## src/rtl/chunked_stream_engine.sv

```systemverilog
// Slices one WORDS-element vector into CHUNKS chunks, streams them through a
// fixed-latency compute unit and reassembles the results in order.
module chunked_stream_engine #(
  parameter int W     = 8,
  parameter int WORDS = 16,
  parameter int N     = 4
) (
  input  logic               clk,
  input  logic               reset,
  input  logic               valid_i,
  output logic               ready_i,
  input  logic [WORDS*W-1:0] in,
  output logic               valid_o,
  input  logic               ready_o,
  output logic [WORDS*W-1:0] out,
  output logic               cmp_valid_o,
  output logic [N*W-1:0]     cmp_data_o,
  input  logic               cmp_valid_i,
  input  logic [N*W-1:0]     cmp_data_i,
  output logic               stray_o
);

  localparam int CHUNKS = WORDS / N;
  localparam int IW     = $clog2(CHUNKS + 1);
  localparam int CW     = N * W;
  localparam int VW     = WORDS * W;

  if ((WORDS % N) != 0 || N > WORDS) begin : g_bad_params
    $error("chunked_stream_engine: WORDS must be a multiple of N and N <= WORDS");
  end

  typedef enum logic [1:0] {IDLE, ISSUE, WAIT, OUT} state_e;

  state_e        state_q, state_d;
  logic [IW-1:0] issue_idx_q, issue_idx_d;
  logic [IW-1:0] recv_idx_q, recv_idx_d;
  logic [VW-1:0] in_q, in_d;
  logic [VW-1:0] asm_q, asm_d;
  logic          stray_q, stray_d;

  logic accept, recv_ok, recv_last, last_issue;

  assign accept     = ready_i & valid_i;
  assign last_issue = (issue_idx_q == IW'(CHUNKS - 1));
  // A result is only legal while a vector is in flight and chunks remain outstanding.
  assign recv_ok    = cmp_valid_i && (state_q == ISSUE || state_q == WAIT)
                      && (recv_idx_q != IW'(CHUNKS));
  assign recv_last  = recv_ok && (recv_idx_q == IW'(CHUNKS - 1));

  // NOTE: sequential state uses non-blocking (<=) so every flop samples pre-edge values.
  always_ff @(posedge clk) begin
    if (reset) state_q <= IDLE;
    else       state_q <= state_d;
  end

  // NOTE: every always_comb output gets a default first, so no path can infer a latch.
  always_comb begin
    state_d = state_q;
    case (state_q)
      IDLE:    if (accept) state_d = ISSUE;
      ISSUE:   if (last_issue) state_d = recv_last ? OUT : WAIT;
      WAIT:    if (recv_last) state_d = OUT;
      OUT:     if (ready_o) state_d = valid_i ? ISSUE : IDLE;
      default: state_d = IDLE;
    endcase
  end

  // Handshake outputs are held low while reset is asserted.
  always_comb begin
    ready_i     = 1'b0;
    valid_o     = 1'b0;
    cmp_valid_o = 1'b0;
    cmp_data_o  = '0;
    if (!reset) begin
      case (state_q)
        IDLE:  ready_i = 1'b1;
        ISSUE: begin
          cmp_valid_o = 1'b1;
          cmp_data_o  = in_q[int'(issue_idx_q)*CW +: CW];
        end
        OUT: begin
          valid_o = 1'b1;
          ready_i = ready_o;
        end
        default: ;
      endcase
    end
  end

  assign out     = asm_q;
  assign stray_o = stray_q;

  always_comb begin
    in_d        = in_q;
    issue_idx_d = issue_idx_q;
    recv_idx_d  = recv_idx_q;
    asm_d       = asm_q;
    stray_d     = stray_q | (cmp_valid_i & ~recv_ok);
    if (state_q == ISSUE) issue_idx_d = issue_idx_q + IW'(1);
    if (recv_ok) begin
      asm_d[int'(recv_idx_q)*CW +: CW] = cmp_data_i;
      recv_idx_d                       = recv_idx_q + IW'(1);
    end
    if (accept) begin
      in_d        = in;
      issue_idx_d = '0;
      recv_idx_d  = '0;
    end
  end

  always_ff @(posedge clk) begin
    if (reset) begin
      issue_idx_q <= '0;
      recv_idx_q  <= '0;
      in_q        <= '0;
      asm_q       <= '0;
      stray_q     <= 1'b0;
    end else begin
      issue_idx_q <= issue_idx_d;
      recv_idx_q  <= recv_idx_d;
      in_q        <= in_d;
      asm_q       <= asm_d;
      stray_q     <= stray_d;
    end
  end

endmodule

```

## config.mk

```make
export PLATFORM = sky130hd
export DESIGN_NAME = chunked_stream_engine
export DESIGN_NICKNAME = d
export VERILOG_FILES = /design/src/rtl/chunked_stream_engine.sv
export SDC_FILE = /design/constraint.sdc
export NUM_CORES = 1
export LEC_CHECK = 0
export ABC_AREA = 1
export CAP_MARGIN = 10
export CORE_MARGIN = 2
export CORE_UTILIZATION = 28
export CTS_CLUSTER_DIAMETER = 30
export CTS_CLUSTER_SIZE = 30
export DETAILED_ROUTE_END_ITERATION = 8
export GPL_TIMING_DRIVEN = 0
export PLACE_DENSITY = 0.49
export SLEW_MARGIN = 40
export SYNTH_ARGS = -nofsm -noshare
export SYNTH_HDL_FRONTEND = slang
export SYNTH_SLANG_ARGS = --single-unit
```

## constraint.sdc

```tcl
create_clock -name clk -period 2.61 [get_ports clk]
set_input_delay 0.6525 -clock clk [delete_from_list [all_inputs] [get_ports clk]]
set_output_delay 0.6525 -clock clk [all_outputs]
set_load 0.02 [all_outputs]
```

; ---- Word-level counts from Yosys, hierarchy flattened
; Index checks and enable logic that the tools add are counted.
; Widths: inputs -> output; s select.
[word_totals]
wordCells = 49
reg_bits = 265
in_bits = 165
[classes]
n_eq_ne = 10
n_reduce_logical = 7
shift = 3
n_mux = 16
n_addsub = 3
n_bitwise = 4
[ops]
columns = operator, n
row1 = $bwmux 128, 1
row2 = $shift 32x33->128 const A, 1
row3 = $shiftx 128x9->32, 1
row4 = $shiftx 32x33->128, 1
row5 = $mux 32, 2
row6 = $neg 8->33, 1
row7 = $mux 2, 4
row8 = $ne 2x2->1 const B, 4
row9 = $pmux 2 s4, 1
row10 = $mux 1, 7
row11 = $add 3x1->3 const B, 2
row12 = $eq 3x2->1 const B, 2
row13 = $eq 2x2->1 const B, 2
row14 = $reduce_and 4->1, 1
row15 = $logic_and 1x1->1, 3
row16 = $ne 3x3->1 const B, 1
row17 = $and 1x1->1, 2
row18 = $eq 2x1->1 const B, 1
row19 = $logic_not 2->1, 1
row20 = $pmux 1 s2, 1
row21 = $reduce_or 2->1, 1
row22 = $logic_or 1x1->1, 1
row23 = $not 1->1, 1
row24 = $or 1x1->1, 1

; ---- Longest topological paths before layout
; Gate-level depths: netlist (run 1).
[logic_depth]
ltp_word = 8
ltp_mapped = 13
mapped_depth_nobuf = 11

; ---- Worst setup path before layout (run 1)
; No wires, ideal clock.
[synth_path]
path_type = input to output
startpoint = input port reset
endpoint = output port cmp_data_o[10]
arrival_ns = 1.900
cell_stages = 5
slack_ns = 0.058
n_path_buf = 2
required_time_ns = 1.957
cell_sequence = buf_2 nor2_1 nand2_1 clkbuf_1 a21oi_1
[synth_between]
elab_chain_cells = 1
[synth_rtl]
columns = element, line_no
row1 = start: declaration, 9  ; input logic reset,
row2 = $mux 32, 74  ; if (!reset) begin
row3 = end: declaration, 17  ; output logic [N*W-1:0] cmp_data_o,
; Every way passes these cells.

; ---- Final worst setup path (run 1)
[layout_path]
startpoint = register state_q[1]
endpoint = output port cmp_data_o[2]
[layout_between]
elab_chain_cells = 3
[layout_rtl]
columns = element, line_no
row1 = start: declaration, 34  ; state_e state_q, state_d;
row2 = start signal: assignment, 53  ; else state_q <= state_d;
row3 = $eq 2x1->1, 75  ; case (state_q)
row4 = $mux 32, 75
row5 = $mux 32, 74
; Every way passes these cells.

==> metrics.txt, run 1 <==
outcome finished, final reports clean; Post-DRT Antenna Nets 0; Post-Syn Area between 10,000 and 15,000 um^2; post-DR wirelength/cell approximately 19 um; Min-Delay Path Class reg2reg; HP Start in_q[73]; CTS H-tree depth 3; design area 18,100 um^2; Final Max Tran Viols 0; P_leak roughly 7 nW; async set or reset register ratio after synthesis 0%; Initial Utilization ~29%; RSZ-0062 raised after global routing yes; Setup crit start kind register; Layout Area Growth over Synthesis 68.0%; synth top area cells dfxtp_1 49%, a21oi_1 13%, o21ai_0 9.1%; routability cong. 0.834; most common cell after layout, fill and taps aside clkdlybuf4s50_1; Tot Pwr roughly 19 mW; Crit Path Class reg2out; CTS tree yes; number of global-route vias before repair 11,800; CTS buffer count approximately 80; Max-Cap Viols 0; first-pass GRT wire length 69,700 um; core region area 37,800 um^2; Synth cell types 27; DIE HEIGHT around 200 um; initial antenna violation count 1; Congestion Overflow GR 0; r2r startpoint state_q[1]; Synth top area share between 40% and 50%; final setup fails 0; Ports ~330; Final Hold Vio Count 0; CP required between 1.5 and 2 ns; Peak Freq around 390 MHz; Synth warnings 0; wirelength, routed about 47,000 um; Pwr Density 1060 nW/um^2; Clock transition at path regs 0.04 ns; IR Drop Worst-Case VDD 0.561 mV; CP max FO 8; crit path time final approximately 2.6 ns; Finished Core Util approximately 48%; Gate Count Post-Synth around 1,500; Top FF cell, synth dfxtp_1; Total GRT Usage between 20% and 30%; CTS sink cnt ~270; final period utilization a little over nine tenths; share of cells above drive strength 1 17.1%; port bufs 328; Clock Path Buffers 3; Hold Path Sink in_q[73]; worst skew pair latency about 0.58 ns; Critical R2R Capture in_q[3]; HPWL after detailed placement roughly 34,000 um; vias per cell approximately 4.7; Die X-Extent between 200 and 250 um; Worst-Margin Slew about 0.77 ns; R2R depth 12; most frequent cells in the layout 292 x clkdlybuf4s50_1, 260 x dfxtp_1, 240 x a21oi_1; drt initial violations ~510; average cell area after synthesis 7.38 um^2; Rows 71; DR vias between 10,000 and 15,000; Setup crit end kind output pin; root buffer cell clkbuf_16; reg2reg setup slack approximately 0.20 ns; Worst Hold Depth 2; slew margin rel. approximately 50%; drt drc 0; FF+latch count, synth 265; Placed Area around 15,000 um^2; cell taking the most area after synthesis dfxtp_1; EDFF count, synth 0; register area share after synthesis between 40 and 50%; Setup Skew about 0.027 ns; die area 40,200 um^2; drt pass-1 iters 7; WP data arrival around 1.9 ns; largest net degree at the start of global routing 12; Layout Nets between 2,000 and 2,500; Synth Net Count approximately 1,600
## repair_timing
item                                    CTS  global route
hold buffers                              0             0
gates resized for setup                 310           108
pin swaps                                12             8
setup buffers                             5             3
cloned                                    3             0
endpoints found under the setup margin   35            85
## routing by layer
metal	part of all wire [%]	global-route usage [%]	up-vias
met5	0	0	-
met4	2.4	7.65	0
met3	8.9	8.70	81
met2	47	38.1	406
met1	41	26.2	5267
li1	-	-	5694
## worst max-delay path, stage by stage, from the launching register on
cell and delay, ns:
dfxtp_4 0.35, inv_4 0.06, ha_4 0.13, inv_4 0.04
nor2_4 0.15, nand2_8 0.14, clkbuf_16 0.20, a21oi_4 0.15
buf_6 0.14
## logic make-up after synthesis
family | Yosys count | share of synthesized area (%)
XOR/XNOR | 1 | 0.0811
adder cells (fa/ha/maj) | 11 | 1.27
flip-flops | 265 | 49.1
AND/OR/NAND/NOR | 459 | 17.8
AO/OA/AOI/OAI | 488 | 22.6
buffers and inverters | 239 | 9.08
## through the flow
stage | worst slack [ns] | hold WS (ns) | TNS [ns] | cells
2_1_floorplan | 0.0576 | 0.430 | 0 | 1463
3_3_place_gp | -1.10 | 0.438 | -60.20 | 2302
3_5_place_dp | -1.08 | 0.445 | -44.44 | 2302
4_1_cts | -0.00857 | 0.451 | -0.0193 | 2447
5_1_grt | -0.0486 | 0.471 | -0.107 | 2450
6_report | 0.0358 | 0.451 | 0 | 2451
## synth_stat cells, drive strengths merged, types with 2 or more instances
master and count:
a21oi 285, buf 52, clkbuf 60, clkinv 2
dfxtp 265, ha 11, inv 125, nand2 175
nand3 99, nand4 2, nor2 180, o21ai 202
or2 2
## state kept, by name, summed over array words and instances, names as in the netlist
signal,flops
in_q,128
out,128
issue_idx_q,3
recv_idx_q,3
state_q,2
stray_o,1
## worst max-delay path by stage
| stage | startpoint | end | slack [ns] |
|---|---|---|---|
| floorplan | reset | cmp_data_o[10] | 0.06 |
| global placement | reset | cmp_data_o[27] | -1.10 |
| detailed placement | reset | cmp_data_o[27] | -1.08 |
| CTS | state_q[1] | cmp_data_o[2] | -0.009 |
| global route | issue_idx_q[1] | cmp_data_o[3] | -0.05 |
| finish | state_q[1] | cmp_data_o[2] | 0.04 |
## cell type report
type	count	area (um^2)
Antenna cell	1	2.50
Buffer	110	689
Clock buffer	109	2290
Clock inverter	30	378
Fill cell	3753	19700
Inverter	127	488
Multi-Input combinational cell	959	4940
Sequential cell	265	5320
Tap cell	511	639
Timing Repair Buffer	339	3400
## report_power, final
part | internal [mW] | switching (mW)
registers | 4.71 | 0.288
clock network | 6.81 | 2.71
logic | 1.81 | 2.85
total | 13.3 | 5.85
Note: power is estimated with default switching activity, not from simulation.
==> run 2, diff against run 1 <==
- SKIP_CTS_REPAIR_TIMING: unset -> 1
==> run 2 against run 1 <==
Effect of this change:
- the flow now finishes with violations (setup timing)
- die area did not move
- final area fell by 0.63%
- combinational power fell by 3%
- critical endpoint is now cmp_data_o[27]
- via count rose by 0.21%
- critical path type unchanged
- critical path depth did not move
- clock power barely moved
- routed wire length fell by 0.49%
==> metrics.txt, run 2 (synthesized netlist as in run 1, its figures left out) <==
outcome finished, violations left; failing checks setup timing; Total GRT Usage 22.2% (-0.36 points); Congestion Overflow GR 0 (unchanged); root buffer cell clkbuf_16; CTS buffer count 78 (unchanged); wirelength, routed 46,300 um (-0.49%); Clock transition at path regs 0.04 ns (about the same); register area 5320 um^2 (unchanged); Setup crit end kind output pin; number of global-route vias before repair 11,600 (-1.6%); Final Max Tran Viols 0 (unchanged); Multi-input gate area 4870 um^2 (-1.4%); Setup crit start kind register; Initial Utilization 28.5% (unchanged); share of cells above drive strength 1 16.0% (-1.1 points); Top delay family on crit path buffers and inverters; Final Hold Vio Count 0 (unchanged); Crit-path slowest cell dfxtp_4; max incr delay on CP 0.35 ns (about the same); Worst-Margin Slew 0.764 ns (-0.00118 ns); CTS sink cnt 265 (unchanged); port bufs 328 (unchanged); final period utilization 104% (+5.3 points); RSZ-0062 raised after global routing yes; Placed Area 14,700 um^2 (unchanged); final setup fails 32 (+32); Ports 329 (unchanged); HPWL after detailed placement 34,000 um (unchanged); drt drc 0 (unchanged); CP Cell Sequence inv_4 -> ha_4 -> clkinvlp_4 -> nor2_4 -> nand2_8 -> buf_12 -> a21oi_2 -> buf_4; Rows 71 (unchanged); setup ws final -0.102 ns (-0.138 ns); Bufs and invs on worst path 4 (unchanged); routability cong. 0.834 (unchanged); design area 18,000 um^2 (-0.63%); largest net degree at the start of global routing 11 (-1); most common cell after layout, fill and taps aside clkdlybuf4s50_1; crit path time final 2.71 ns (+0.138 ns); reg2reg setup slack 0.29 ns (+0.09 ns); CP max FO 6 (-2); Layout Nets 2,054 (-0.097%); vias per cell 4.68 (+0.29%); drt pass-1 iters 5 (-2); most frequent cells in the layout 293 x clkdlybuf4s50_1, 260 x dfxtp_1, 248 x a21oi_1; Tot Pwr 19.0 mW (-0.77%); Crit Path Class reg2out; core region area 37,800 um^2 (unchanged); slew margin rel. 49.0% (+0.079 points); Setup Skew 0.0255 ns (-0.00168 ns); CTS H-tree depth 3 (unchanged); DIE HEIGHT 200 um (unchanged); die area 40,200 um^2 (unchanged); Post-DRT Antenna Nets 0 (unchanged); WP data arrival 2.06 ns (+0.14 ns); post-DR wirelength/cell 18.9 um (-0.40%); Die X-Extent 200 um (unchanged); IR Drop Worst-Case VDD 0.562 mV (+0.18%); Min-Delay Path Class reg2reg; fillcell total 3,767 (+0.37%); Clock Path Buffers 3 (unchanged); P_leak 6.98 nW (-0.17%); Peak Freq 369 MHz (-5.1%); Pwr Density 1050 nW/um^2 (-0.15%); first-pass GRT wire length 68,600 um (-1.5%); worst skew pair latency 0.58 ns (about the same); DR vias 11,500 (+0.21%); CTS tree yes; initial antenna violation count 1 (unchanged); Max-Cap Viols 0 (unchanged); Layout Area Growth over Synthesis 67.0%; drt initial violations 577 (+14%); CP required 1.96 ns (about the same)
==> run 2: changes by cell type in the layout (fill, tap and decap cells not counted), moves of 3 or more <==
cell,before,now
buf_12,0,3
a21oi_2,24,18
a21oi_1,240,248
buf_6,27,37
o21ai_0,148,163
clkbuf_16,86,82
o21ai_1,41,35
buf_4,25,16
dlygate4sd2_1,3,0
o21ai_2,13,4
==> run 2: path summary, 6_finish.rpt <==
check,start,end,cells after the start
max,state_q[1],cmp_data_o[27],8
min,in_q[73],in_q[73],2
max reg2reg,recv_idx_q[0],out[54],11
min reg2reg,in_q[73],in_q[73],2
==> run 2: power breakdown <==
| part | leakage, nW | internal, mW | switching [mW] |
|---|---|---|---|
| Sequential | 2.15 | 4.71 | 0.280 |
| Combinational | 3.50 | 1.73 | 2.79 |
| Clock | 1.32 | 6.81 | 2.71 |
| Total | 6.98 | 13.3 | 5.77 |
==> run 2: worst register-to-register path, stage by stage, from the launching register on <==
cell	delay (ns)
dfxtp_2	0.37
inv_2	0.08
ha_1	0.22
ha_1	0.37
nand2_1	0.15
nor2_2	0.18
inv_1	0.07
nor2_2	0.13
buf_4	0.20
buf_2	0.27
o21ai_0	0.11
nor2_1	0.11
==> run 2: per-layer routing <==
| layer | vias up | global-route usage (%) | part of all wire (%) |
|---|---|---|---|
| met5 | - | 0 | 0 |
| met4 | 0 | 7.04 | 2.4 |
| met3 | 75 | 8.56 | 9.0 |
| met2 | 419 | 37.4 | 48 |
| met1 | 5290 | 26.0 | 41 |
| li1 | 5688 | - | - |
==> run 2: through the flow <==
step	util, %	instances	setup slack (ns)	setup TNS, ns	hold WS, ns
floorplan	-	1463	0.0576	0	0.430
global placement	38.9	2302	-1.10	-60.20	0.438
detailed placement	38.9	2302	-1.08	-44.44	0.445
CTS	46.0	2441	-1.11	-33.58	0.451
global route	47.6	2448	-0.189	-4.31	0.472
finish	47.7	2449	-0.102	-1.61	0.448
==> run 2: area by class of cell <==
cell class	instances	share of cell area (%)
Clock inverter	30	2.10
Inverter	127	2.69
Tap cell	511	3.55
Multi-Input combinational cell	959	27.0
Buffer	111	3.48
Sequential cell	265	29.5
Antenna cell	1	0.0139
Timing Repair Buffer	336	18.9
Clock buffer	109	12.7
